--- config.mk ---
export PLATFORM = sky130hd
export DESIGN_NAME = life_grid_controller_flat
export DESIGN_NICKNAME = d
export VERILOG_FILES = /design/src/rtl/life_grid_controller_if.sv /design/src/rtl/life_grid_controller.sv /design/src/flat_wrapper.sv
export SDC_FILE = /design/constraint.sdc
export NUM_CORES = 1
export LEC_CHECK = 0
export CORE_UTILIZATION = 53
export DETAILED_ROUTE_END_ITERATION = 16
export PLACE_DENSITY = 0.88
export SYNTH_ARGS = -nofsm -noshare
export SYNTH_HDL_FRONTEND = slang
export SYNTH_SLANG_ARGS = --single-unit
--- constraint.sdc ---
create_clock -name clk -period 10.1 [get_ports clk]
set_clock_uncertainty 0.15 [all_clocks]
set_input_delay 1.01 -clock clk [delete_from_list [all_inputs] [get_ports clk]]
set_output_delay 1.01 -clock clk [all_outputs]
set_load 0.02 [all_outputs]
--- src/rtl/life_grid_controller_if.sv ---
// life_grid_controller_if
//   Bundles the command, pattern-write, evolution-stage and status signals
//   of the life grid controller so the controller takes a single bus port.
//
//   Signals (direction seen from the controller / slave side):
//     cmd_run     in   level, free-run generations while high
//     cmd_step    in   pulse, run exactly one generation
//     cmd_clear   in   pulse, zero the grid and generation count
//     period      in   clocks between generation starts in run mode
//     wr_en       in   cell write strobe
//     wr_row      in   cell row index
//     wr_col      in   cell column index
//     wr_data     in   cell value
//     evo_next    in   evolution stage result
//     evo_finish  in   evolution stage done flag
//     grid        out  current grid, drives the evolution stage prev
//     wr_ready    out  high when a write will be accepted
//     busy        out  high while a generation is in flight
//     gen_count   out  generations completed, saturating
interface life_grid_controller_if #(
    parameter int P_PARAM_N    = 5,
    parameter int P_TICK_WIDTH = 24
);
    logic                               cmd_run;
    logic                               cmd_step;
    logic                               cmd_clear;
    logic [P_TICK_WIDTH-1:0]            period;
    logic                               wr_en;
    logic [7:0]                         wr_row;
    logic [7:0]                         wr_col;
    logic [1:0]                         wr_data;
    logic [P_PARAM_N*P_PARAM_N*2-1:0]   evo_next;
    logic                               evo_finish;
    logic [P_PARAM_N*P_PARAM_N*2-1:0]   grid;
    logic                               wr_ready;
    logic                               busy;
    logic [15:0]                        gen_count;

    modport master (
        output cmd_run, cmd_step, cmd_clear, period,
        output wr_en, wr_row, wr_col, wr_data,
        output evo_next, evo_finish,
        input  grid, wr_ready, busy, gen_count
    );

    modport slave (
        input  cmd_run, cmd_step, cmd_clear, period,
        input  wr_en, wr_row, wr_col, wr_data,
        input  evo_next, evo_finish,
        output grid, wr_ready, busy, gen_count
    );
endinterface

--- src/rtl/life_grid_controller.sv ---
// life_grid_controller
//   Owns the packed cell grid, feeds it to the evolution stage as prev and
//   captures the stage's next result back. Sequences generations in
//   free-run (programmable period), single-step or paused mode, and accepts
//   per-cell pattern writes and a whole-grid clear while idle.
//
//   Ports:
//     clk   system clock
//     rst   synchronous, active-high reset
//     bus   life_grid_controller_if.slave (commands, cell writes,
//           evolution stage handshake, grid/status outputs)
//
//   state     | meaning
//   ----------+-----------------------------------------------------------
//   S_IDLE    | paused; accepts clear, cell writes, step and run
//   S_TICK    | run mode, counting out the generation period
//   S_ISSUE   | generation launched, grid frozen for the evolution stage
//   S_WAIT    | waiting out the stage latency and evo_finish
//   S_CAPTURE | evo_next loaded into the grid, generation counted
module life_grid_controller #(
    parameter int P_PARAM_N     = 5,
    parameter int P_TICK_WIDTH  = 24,
    parameter int P_EVO_LATENCY = 2
) (
    input  logic                 clk,
    input  logic                 rst,
    life_grid_controller_if.slave bus
);

    localparam int GW  = P_PARAM_N * P_PARAM_N * 2;
    localparam int TW1 = P_TICK_WIDTH + 1;

    localparam logic [2:0] S_IDLE    = 3'd0;
    localparam logic [2:0] S_TICK    = 3'd1;
    localparam logic [2:0] S_ISSUE   = 3'd2;
    localparam logic [2:0] S_WAIT    = 3'd3;
    localparam logic [2:0] S_CAPTURE = 3'd4;

    localparam logic [7:0] LAT_LAST = 8'(P_EVO_LATENCY);

    logic [2:0]              state_q, state_d;
    logic [P_TICK_WIDTH-1:0] tick_q, tick_d;
    logic [7:0]              lat_q, lat_d;
    logic [GW-1:0]           grid_q, grid_d;
    logic                    step_q, step_d;
    logic [15:0]             gen_count_q;

    // One extra bit so counter+1 never wraps before the compare.
    logic [TW1-1:0]          period_eff;
    logic [TW1-1:0]          tick_next;

    always_comb begin
        period_eff = (bus.period == '0) ? TW1'(1) : {1'b0, bus.period};
        tick_next  = {1'b0, tick_q} + TW1'(1);
    end

    always_comb begin
        state_d = state_q;
        tick_d  = tick_q;
        lat_d   = lat_q;
        grid_d  = grid_q;
        step_d  = step_q;
        case (state_q)
            S_IDLE: begin
                if (bus.cmd_clear) begin
                    grid_d = '0;
                end else if (bus.wr_en) begin
                    // Out-of-range indices match no cell and are dropped.
                    for (int i = 0; i < P_PARAM_N; i++) begin
                        for (int j = 0; j < P_PARAM_N; j++) begin
                            if (bus.wr_row == 8'(i) && bus.wr_col == 8'(j)) begin
                                grid_d[(i*P_PARAM_N+j)*2 +: 2] = bus.wr_data;
                            end
                        end
                    end
                end else if (bus.cmd_step) begin
                    state_d = S_ISSUE;
                    step_d  = 1'b1;
                    lat_d   = '0;
                end else if (bus.cmd_run) begin
                    state_d = S_TICK;
                    tick_d  = '0;
                    step_d  = 1'b0;
                end
            end
            S_TICK: begin
                if (!bus.cmd_run) begin
                    state_d = S_IDLE;
                end else if (tick_next >= period_eff) begin
                    state_d = S_ISSUE;
                    lat_d   = '0;
                end else begin
                    tick_d = tick_next[P_TICK_WIDTH-1:0];
                end
            end
            S_ISSUE: begin
                lat_d   = '0;
                state_d = S_WAIT;
            end
            S_WAIT: begin
                // Counter parks at its last value while evo_finish stalls.
                if (lat_q + 8'd1 >= LAT_LAST) begin
                    if (bus.evo_finish) begin
                        state_d = S_CAPTURE;
                    end
                end else begin
                    lat_d = lat_q + 8'd1;
                end
            end
            S_CAPTURE: begin
                grid_d = bus.evo_next;
                if (!step_q && bus.cmd_run) begin
                    state_d = S_TICK;
                    tick_d  = '0;
                end else begin
                    state_d = S_IDLE;
                end
            end
            default: state_d = S_IDLE;
        endcase
    end

    always_ff @(posedge clk) begin
        if (rst) begin
            state_q <= S_IDLE;
            tick_q  <= '0;
            lat_q   <= '0;
            grid_q  <= '0;
            step_q  <= 1'b0;
        end else begin
            state_q <= state_d;
            tick_q  <= tick_d;
            lat_q   <= lat_d;
            grid_q  <= grid_d;
            step_q  <= step_d;
        end
    end

    // Count is only touched on clear or capture, so it otherwise holds.
    always_ff @(posedge clk) begin
        if (rst) begin
            gen_count_q <= '0;
        end else if (state_q == S_IDLE && bus.cmd_clear) begin
            gen_count_q <= '0;
        end else if (state_q == S_CAPTURE && gen_count_q != 16'hFFFF) begin
            gen_count_q <= gen_count_q + 16'd1;
        end
    end

    assign bus.grid      = grid_q;
    assign bus.gen_count = gen_count_q;
    assign bus.busy      = (state_q == S_ISSUE) || (state_q == S_WAIT) ||
                           (state_q == S_CAPTURE);
    assign bus.wr_ready  = (state_q == S_IDLE);

endmodule
--- src/flat_wrapper.sv ---
// flat-port wrapper written by rule: the top's interface ports become plain ports
module life_grid_controller_flat 
#(
    parameter int P_PARAM_N     = 5,
    parameter int P_TICK_WIDTH  = 24,
    parameter int P_EVO_LATENCY = 2
)
  (clk, rst, bus_cmd_run, bus_cmd_step, bus_cmd_clear, bus_period, bus_wr_en, bus_wr_row, bus_wr_col, bus_wr_data, bus_evo_next, bus_evo_finish, bus_grid, bus_wr_ready, bus_busy, bus_gen_count);
  life_grid_controller_if #(.P_PARAM_N(P_PARAM_N), .P_TICK_WIDTH(P_TICK_WIDTH)) bus_i ();
  input  logic clk;
  input  logic rst;
  input wire logic [$bits(bus_i.cmd_run)-1:0] bus_cmd_run;
  input wire logic [$bits(bus_i.cmd_step)-1:0] bus_cmd_step;
  input wire logic [$bits(bus_i.cmd_clear)-1:0] bus_cmd_clear;
  input wire logic [$bits(bus_i.period)-1:0] bus_period;
  input wire logic [$bits(bus_i.wr_en)-1:0] bus_wr_en;
  input wire logic [$bits(bus_i.wr_row)-1:0] bus_wr_row;
  input wire logic [$bits(bus_i.wr_col)-1:0] bus_wr_col;
  input wire logic [$bits(bus_i.wr_data)-1:0] bus_wr_data;
  input wire logic [$bits(bus_i.evo_next)-1:0] bus_evo_next;
  input wire logic [$bits(bus_i.evo_finish)-1:0] bus_evo_finish;
  output wire logic [$bits(bus_i.grid)-1:0] bus_grid;
  output wire logic [$bits(bus_i.wr_ready)-1:0] bus_wr_ready;
  output wire logic [$bits(bus_i.busy)-1:0] bus_busy;
  output wire logic [$bits(bus_i.gen_count)-1:0] bus_gen_count;
  assign bus_i.cmd_run = bus_cmd_run;
  assign bus_i.cmd_step = bus_cmd_step;
  assign bus_i.cmd_clear = bus_cmd_clear;
  assign bus_i.period = bus_period;
  assign bus_i.wr_en = bus_wr_en;
  assign bus_i.wr_row = bus_wr_row;
  assign bus_i.wr_col = bus_wr_col;
  assign bus_i.wr_data = bus_wr_data;
  assign bus_i.evo_next = bus_evo_next;
  assign bus_i.evo_finish = bus_evo_finish;
  assign bus_grid = bus_i.grid;
  assign bus_wr_ready = bus_i.wr_ready;
  assign bus_busy = bus_i.busy;
  assign bus_gen_count = bus_i.gen_count;
  life_grid_controller #(.P_PARAM_N(P_PARAM_N), .P_TICK_WIDTH(P_TICK_WIDTH), .P_EVO_LATENCY(P_EVO_LATENCY)) u_core (.clk(clk), .rst(rst), .bus(bus_i));
endmodule
After elaboration in Yosys (flattened, before gate mapping). Cells that the tools add are included.

Register bits after elaboration: 102. Input bits: 99. Output and inout port bits: 68. Word-level logic and storage cells: 215.

Add/sub/neg operators: 3. Order comparisons: 2. Equal/unequal tests: 53. Muxes and demuxes: 56. Bitwise logic cells: 2. Reductions and logical operators: 69.

Operators with widths (count): $mux 24 (8); $mux 50 (2); $pmux 50 s2 (1); $ne 3x2->1 const B (26); $reduce_and 3->1 (25); $pmux 24 s3 (1); $mux 2 (25); $mux 8 (6); $eq 8x2->1 const B (4); $pmux 8 s4 (1); $logic_and 1x1->1 (28); $add 24x1->25 const B (1); $ge 25x25->1 (1); $logic_not 24->1 (1); $mux 3 (8); $ne 2x2->1 const B (9); $add 16x1->16 const B (1); $eq 8x1->1 const B (2); $eq 8x3->1 const B (2); $logic_not 8->1 (2); $ne 16x16->1 const B (1); $pmux 3 s5 (1); $add 8x1->8 const B (1); $ge 8x2->1 const B (1); other kinds (18) (27).

Longest topological paths before layout.
Depth in word-level cells: 6. Depth in mapped cells: 16. Mapped depth without buffers: 13.

Least setup slack after synthesis. No wires, ideal clock.

Kind: register -> register. Start point: register u_core.tick_q[0]. End point: register u_core.tick_q[10]. Setup time: 117 ps. Data arrival time: 3083 ps. Data required time: 9833 ps. Slack: 6750 ps. Cell stages (with the launch flop): 17. Buffers on the path: 3. Clock period less this slack: 3350 ps. Path through: dfxtp_1 > ha_1 > and3_4 > and4_1 > buf_6 > nand2_1 > nor2_1 > xnor2_1 > ha_1 > nand3_1 > nor2_1 > nand4_1 > a311o_1 > and4_4 > buf_6 > buf_8 > a32o_1.

Cells in the longest elaborated chain, start to end: 4. Elaborated cells between the ends (all ways): 7. Those cells by class: add/sub: 1; order compare: 1; eq/ne: 1; mux: 3; reduce/logical: 1.

Ends and longest elaborated chain: start, declared (line life_grid_controller.sv:42) `logic [P_TICK_WIDTH-1:0] tick_q, tick_d;`; start signal, assigned (line life_grid_controller.sv:132) `tick_q <= tick_d;`; $add 24x1->25 (*) (line life_grid_controller.sv:54) `tick_next = {1'b0, tick_q} + TW1'(1);`; $ge 25x25->1 or $mux 24 (tied branches) (line life_grid_controller.sv:89) `end else if (tick_next >= period_eff) begin`; $ne 2x2->1 (no source line) or $mux 24 (tied branches); $reduce_and 8->1 (no source line) or $pmux 24 s3 (tied branches).

Mark *: on every way between the ends. The rest lies on a longest branch, timed or not. The select of a mux whose other input is x is not followed. A chain may end at the register's enable or synchronous reset.

Worst setup path after layout.
Start point: register u_core.tick_q[0]. End point: register u_core.lat_q[0].

Cells in the longest elaborated chain, start to end: 4.

Ends and longest elaborated chain: $add 24x1->25 (line life_grid_controller.sv:54); $ge 25x25->1 (line life_grid_controller.sv:89); $ne 2x1->1 (no source line); $reduce_and 7->1 (no source line); end signal, assigned (line life_grid_controller.sv:133) `lat_q <= lat_d;`; end, declared (line life_grid_controller.sv:43) `logic [7:0] lat_q, lat_d;`.

No other way between the ends.

==> flow_metrics.env <==
export IMPL_cts_sinks=102
export IMPL_grt_pass1_wl_um=27600
export IMPL_cts_tree="yes"
export IMPL_ys_ff_latch=102
export IMPL_rr_endpoint="u_core.lat_q[0]"
export IMPL_synth_compound_area_frac=0.227
export IMPL_vias_per_cell=6.00
export IMPL_rsz0062_at_grt="no"
export IMPL_cts_resized=0
export IMPL_fin_util=0.720
export IMPL_cts_made_buffers=9
export IMPL_reg2reg_depth=13
export IMPL_worstHoldPathType="reg2reg"
export IMPL_hold_path_depth=2
export IMPL_dieArea_um2=11700
export IMPL_max_vdd_ir_drop_v=0.0000923
export IMPL_fin_tns_setup_ps=0
export IMPL_die_y_um=108
export IMPL_synth_fa_ha_area_frac=0.0587
export IMPL_die_x_um=108
export IMPL_finalSetupViolations=0
export IMPL_synth_top_family_by_area="simple AND/OR/NAND/NOR gates"
export IMPL_async_flop_share=0
export IMPL_crit_required_ps=10200
export IMPL_cp_end_kind="register"
export IMPL_crit_fanout=14
export IMPL_layoutNonFillerInstCount=1000
export IMPL_ys_flop_type="dfxtp_1"
export IMPL_hpwlAfterDp_um=12600
export IMPL_ys_seq_area_frac=0.342
export IMPL_drt_first_pass_iters=7
export IMPL_wl_per_cell_um=17.0
export IMPL_n_antenna_cell=0
export IMPL_max_cap_violations=0
export IMPL_syn_nets=837
export IMPL_numPortBuffers=166
export IMPL_grt_pass1_vias=5825
export IMPL_root_buffer="clkbuf_8"
export IMPL_nets=982
export IMPL_synthToLayoutAreaGrowth_pct=31.5
export IMPL_synthMuxAreaShare=0.00168
export IMPL_drv_slew=0
export IMPL_clock_latency_ps=390
export IMPL_grt_overflow=0
export IMPL_synth_enable_flop_cells=0
export IMPL_drt_iter0_drc=268
export IMPL_layout_drive_gt1_share=0.0756
export IMPL_hold_path_end="u_core.bus.grid[7]"
export IMPL_start_util=0.548
export IMPL_drc_errors=0
export IMPL_powerDensity_nw_per_um2=132
export IMPL_fin_area_um2=7840
export IMPL_syn_area_um2=5970
export IMPL_r2r_start="u_core.tick_q[0]"
export IMPL_routed_wl_um=17000
export IMPL_avgSynthCellArea_um2=8.40
export IMPL_clk_pin_slew_ps=100
export IMPL_worst_setup_path_start_kind="register"
export IMPL_placedCellCount=984
export IMPL_yosysWarnings=0
export IMPL_hold_buffers=0
export IMPL_rows=38
export IMPL_p_leak_nw=2.87
export IMPL_cts_max_path_buffers=2
export IMPL_min_period_ps=4070
export IMPL_min_from="u_core.bus.grid[7]"
export IMPL_criticalPathCategory="reg2reg"
export IMPL_fillers=829
export IMPL_layout_area_seq_um2=2040
export IMPL_multi_input_area_um2=3600
export IMPL_worstPathArrival_ps=4170
export IMPL_status="finished clean"
export IMPL_core_um2=10900
export IMPL_synth_xor_xnor_area_share=0.0484
export IMPL_hold_viol_final=0
export IMPL_routed_via_count=6004
export IMPL_antenna_found_initial=0
export IMPL_finalCritPeriodShare=0.403
export IMPL_ios=167
export IMPL_fmax_mhz=246
export IMPL_place_congestion=0.923
export IMPL_drtAntennaViolNets=0
export IMPL_grt_max_degree=66
export IMPL_tightest_slew_ps=753
export IMPL_synthSimpleGateAreaFrac=0.265
export IMPL_grt_use_total=0.299
export IMPL_timing_hold_ws_ps=352
export IMPL_reg2reg_slack_ps=6030
export IMPL_placed_cell_area_um2=7660
export IMPL_post_cts_buffers=0
export IMPL_htree_levels=3
export IMPL_slew_limit_headroom=0.498
export IMPL_synth_cell_types=63
export IMPL_synth_cells=710
## cells by family (layout without fill, tap and decap cells)
kind of cell,after synthesis,in the layout
simple gates,277,277
compound gates,193,193
flops,102,102
buf+inv,76,226
xor+xnor,33,33
fa+ha+maj,28,28
mux,1,1
## worst max-delay path: stages (launching register included)
cell     delay (ps)
dfxtp_1         430
ha_1            280
and3_4          240
and4_1          340
nand2_1         160
nor2_1          160
xor2_1          250
ha_1            200
nand4_1         110
nor2_1          150
nand4_1         110
a311o_1         510
a31oi_1         670
o21ai_0         180
## power by group
group          switching [mW]  internal, mW  leakage (nW)
Sequential             0.0241         0.439         0.832
Clock                   0.151        0.0925        0.0877
Combinational           0.179         0.148          1.95
Total                   0.354         0.679          2.87
## layout make-up
cell class / count / share of cell area
multi-input cells: 532 / 0.459
flip-flops and latches: 102 / 0.260
repair buffers: 172 / 0.217
well taps: 140 / 0.0223
inverters: 38 / 0.0182
clock buffers: 9 / 0.0158
clock inverters: 7 / 0.00734
## state kept, by name, indices dropped and copies added (netlist names)
register and flops:
u_core.lat_q 8, u_core.tick_q 24, u_core.bus.gen_count 16, u_core.step_q 1, u_core.state_q 3, u_core.bus.grid 50
## cell usage in the layout (no fill, tap or decap), types with 10 or more instances in the layout
| master | netlist | routed |
|---|---|---|
| nand2_1 | 49 | 49 |
| a32o_1 | 14 | 14 |
| ha_1 | 28 | 28 |
| o221ai_1 | 10 | 10 |
| inv_1 | 37 | 37 |
| nand2b_1 | 11 | 11 |
| nand4_1 | 22 | 22 |
| a211oi_1 | 53 | 53 |
| clkdlybuf4s50_1 | 0 | 165 |
| xnor2_1 | 13 | 13 |
| a21oi_1 | 69 | 69 |
| o21ai_0 | 11 | 11 |
| dfxtp_1 | 102 | 102 |
| nand3_1 | 32 | 32 |
| xor2_1 | 20 | 20 |
| and3_1 | 14 | 14 |
| and4_1 | 12 | 12 |
| a21oi_2 | 16 | 16 |
| nor2_1 | 85 | 84 |
## per-layer routing
layer  track usage  share of wire
met5             0              0
met2         0.519           0.49
met3        0.0916          0.098
met1         0.345           0.39
met4         0.110          0.018
## synth_stat cells, drive strengths merged (2+ instances only)
cell | instances | area share
dfxtp | 102 | 0.34
a21oi | 85 | 0.081
nor2 | 85 | 0.053
a211oi | 53 | 0.067
nand2 | 49 | 0.031
inv | 37 | 0.023
nand3 | 32 | 0.027
ha | 28 | 0.059
clkbuf | 24 | 0.015
nand4 | 22 | 0.023
xor2 | 20 | 0.029
and3 | 16 | 0.018
nor4 | 15 | 0.033
a32o | 14 | 0.023
buf | 14 | 0.018
and4 | 13 | 0.020
xnor2 | 13 | 0.019
nand2b | 11 | 0.012
o21ai | 11 | 0.0092
o221ai | 10 | 0.015
nor3b | 8 | 0.010
and2 | 4 | 0.0042
o211ai | 4 | 0.0050
or4 | 4 | 0.0063
nor3 | 3 | 0.0044
nor4b | 3 | 0.0094
or2 | 3 | 0.0031
a311o | 2 | 0.0034
a31oi | 2 | 0.0021
a41oi | 2 | 0.0042
nand3b | 2 | 0.0025
nor2b | 2 | 0.0021
## metrics by stage
stage | power [mW] | setup WS (ps)
6_report | 1.03 | 6030
5_1_grt | 1.08 | 5590
4_1_cts | 1.03 | 5980
3_5_place_dp | 0.795 | 5800
3_3_place_gp | 0.785 | 5960
2_1_floorplan | 0.646 | 6750
## worst max path at each step
stage	from	endpoint	slack [ps]	cells past startpoint
after floorplan	u_core.tick_q[0]	u_core.tick_q[10]	6750	16
after global placement	bus_period[19]	u_core.tick_q[20]	5960	11
after detailed placement	bus_period[1]	u_core.tick_q[8]	5800	11
after CTS	u_core.tick_q[0]	u_core.lat_q[0]	5980	13
after global routing	u_core.tick_q[0]	u_core.lat_q[0]	5590	13
final	u_core.tick_q[0]	u_core.lat_q[0]	6030	13
No activity file was read; power rests on OpenSTA's default activity.
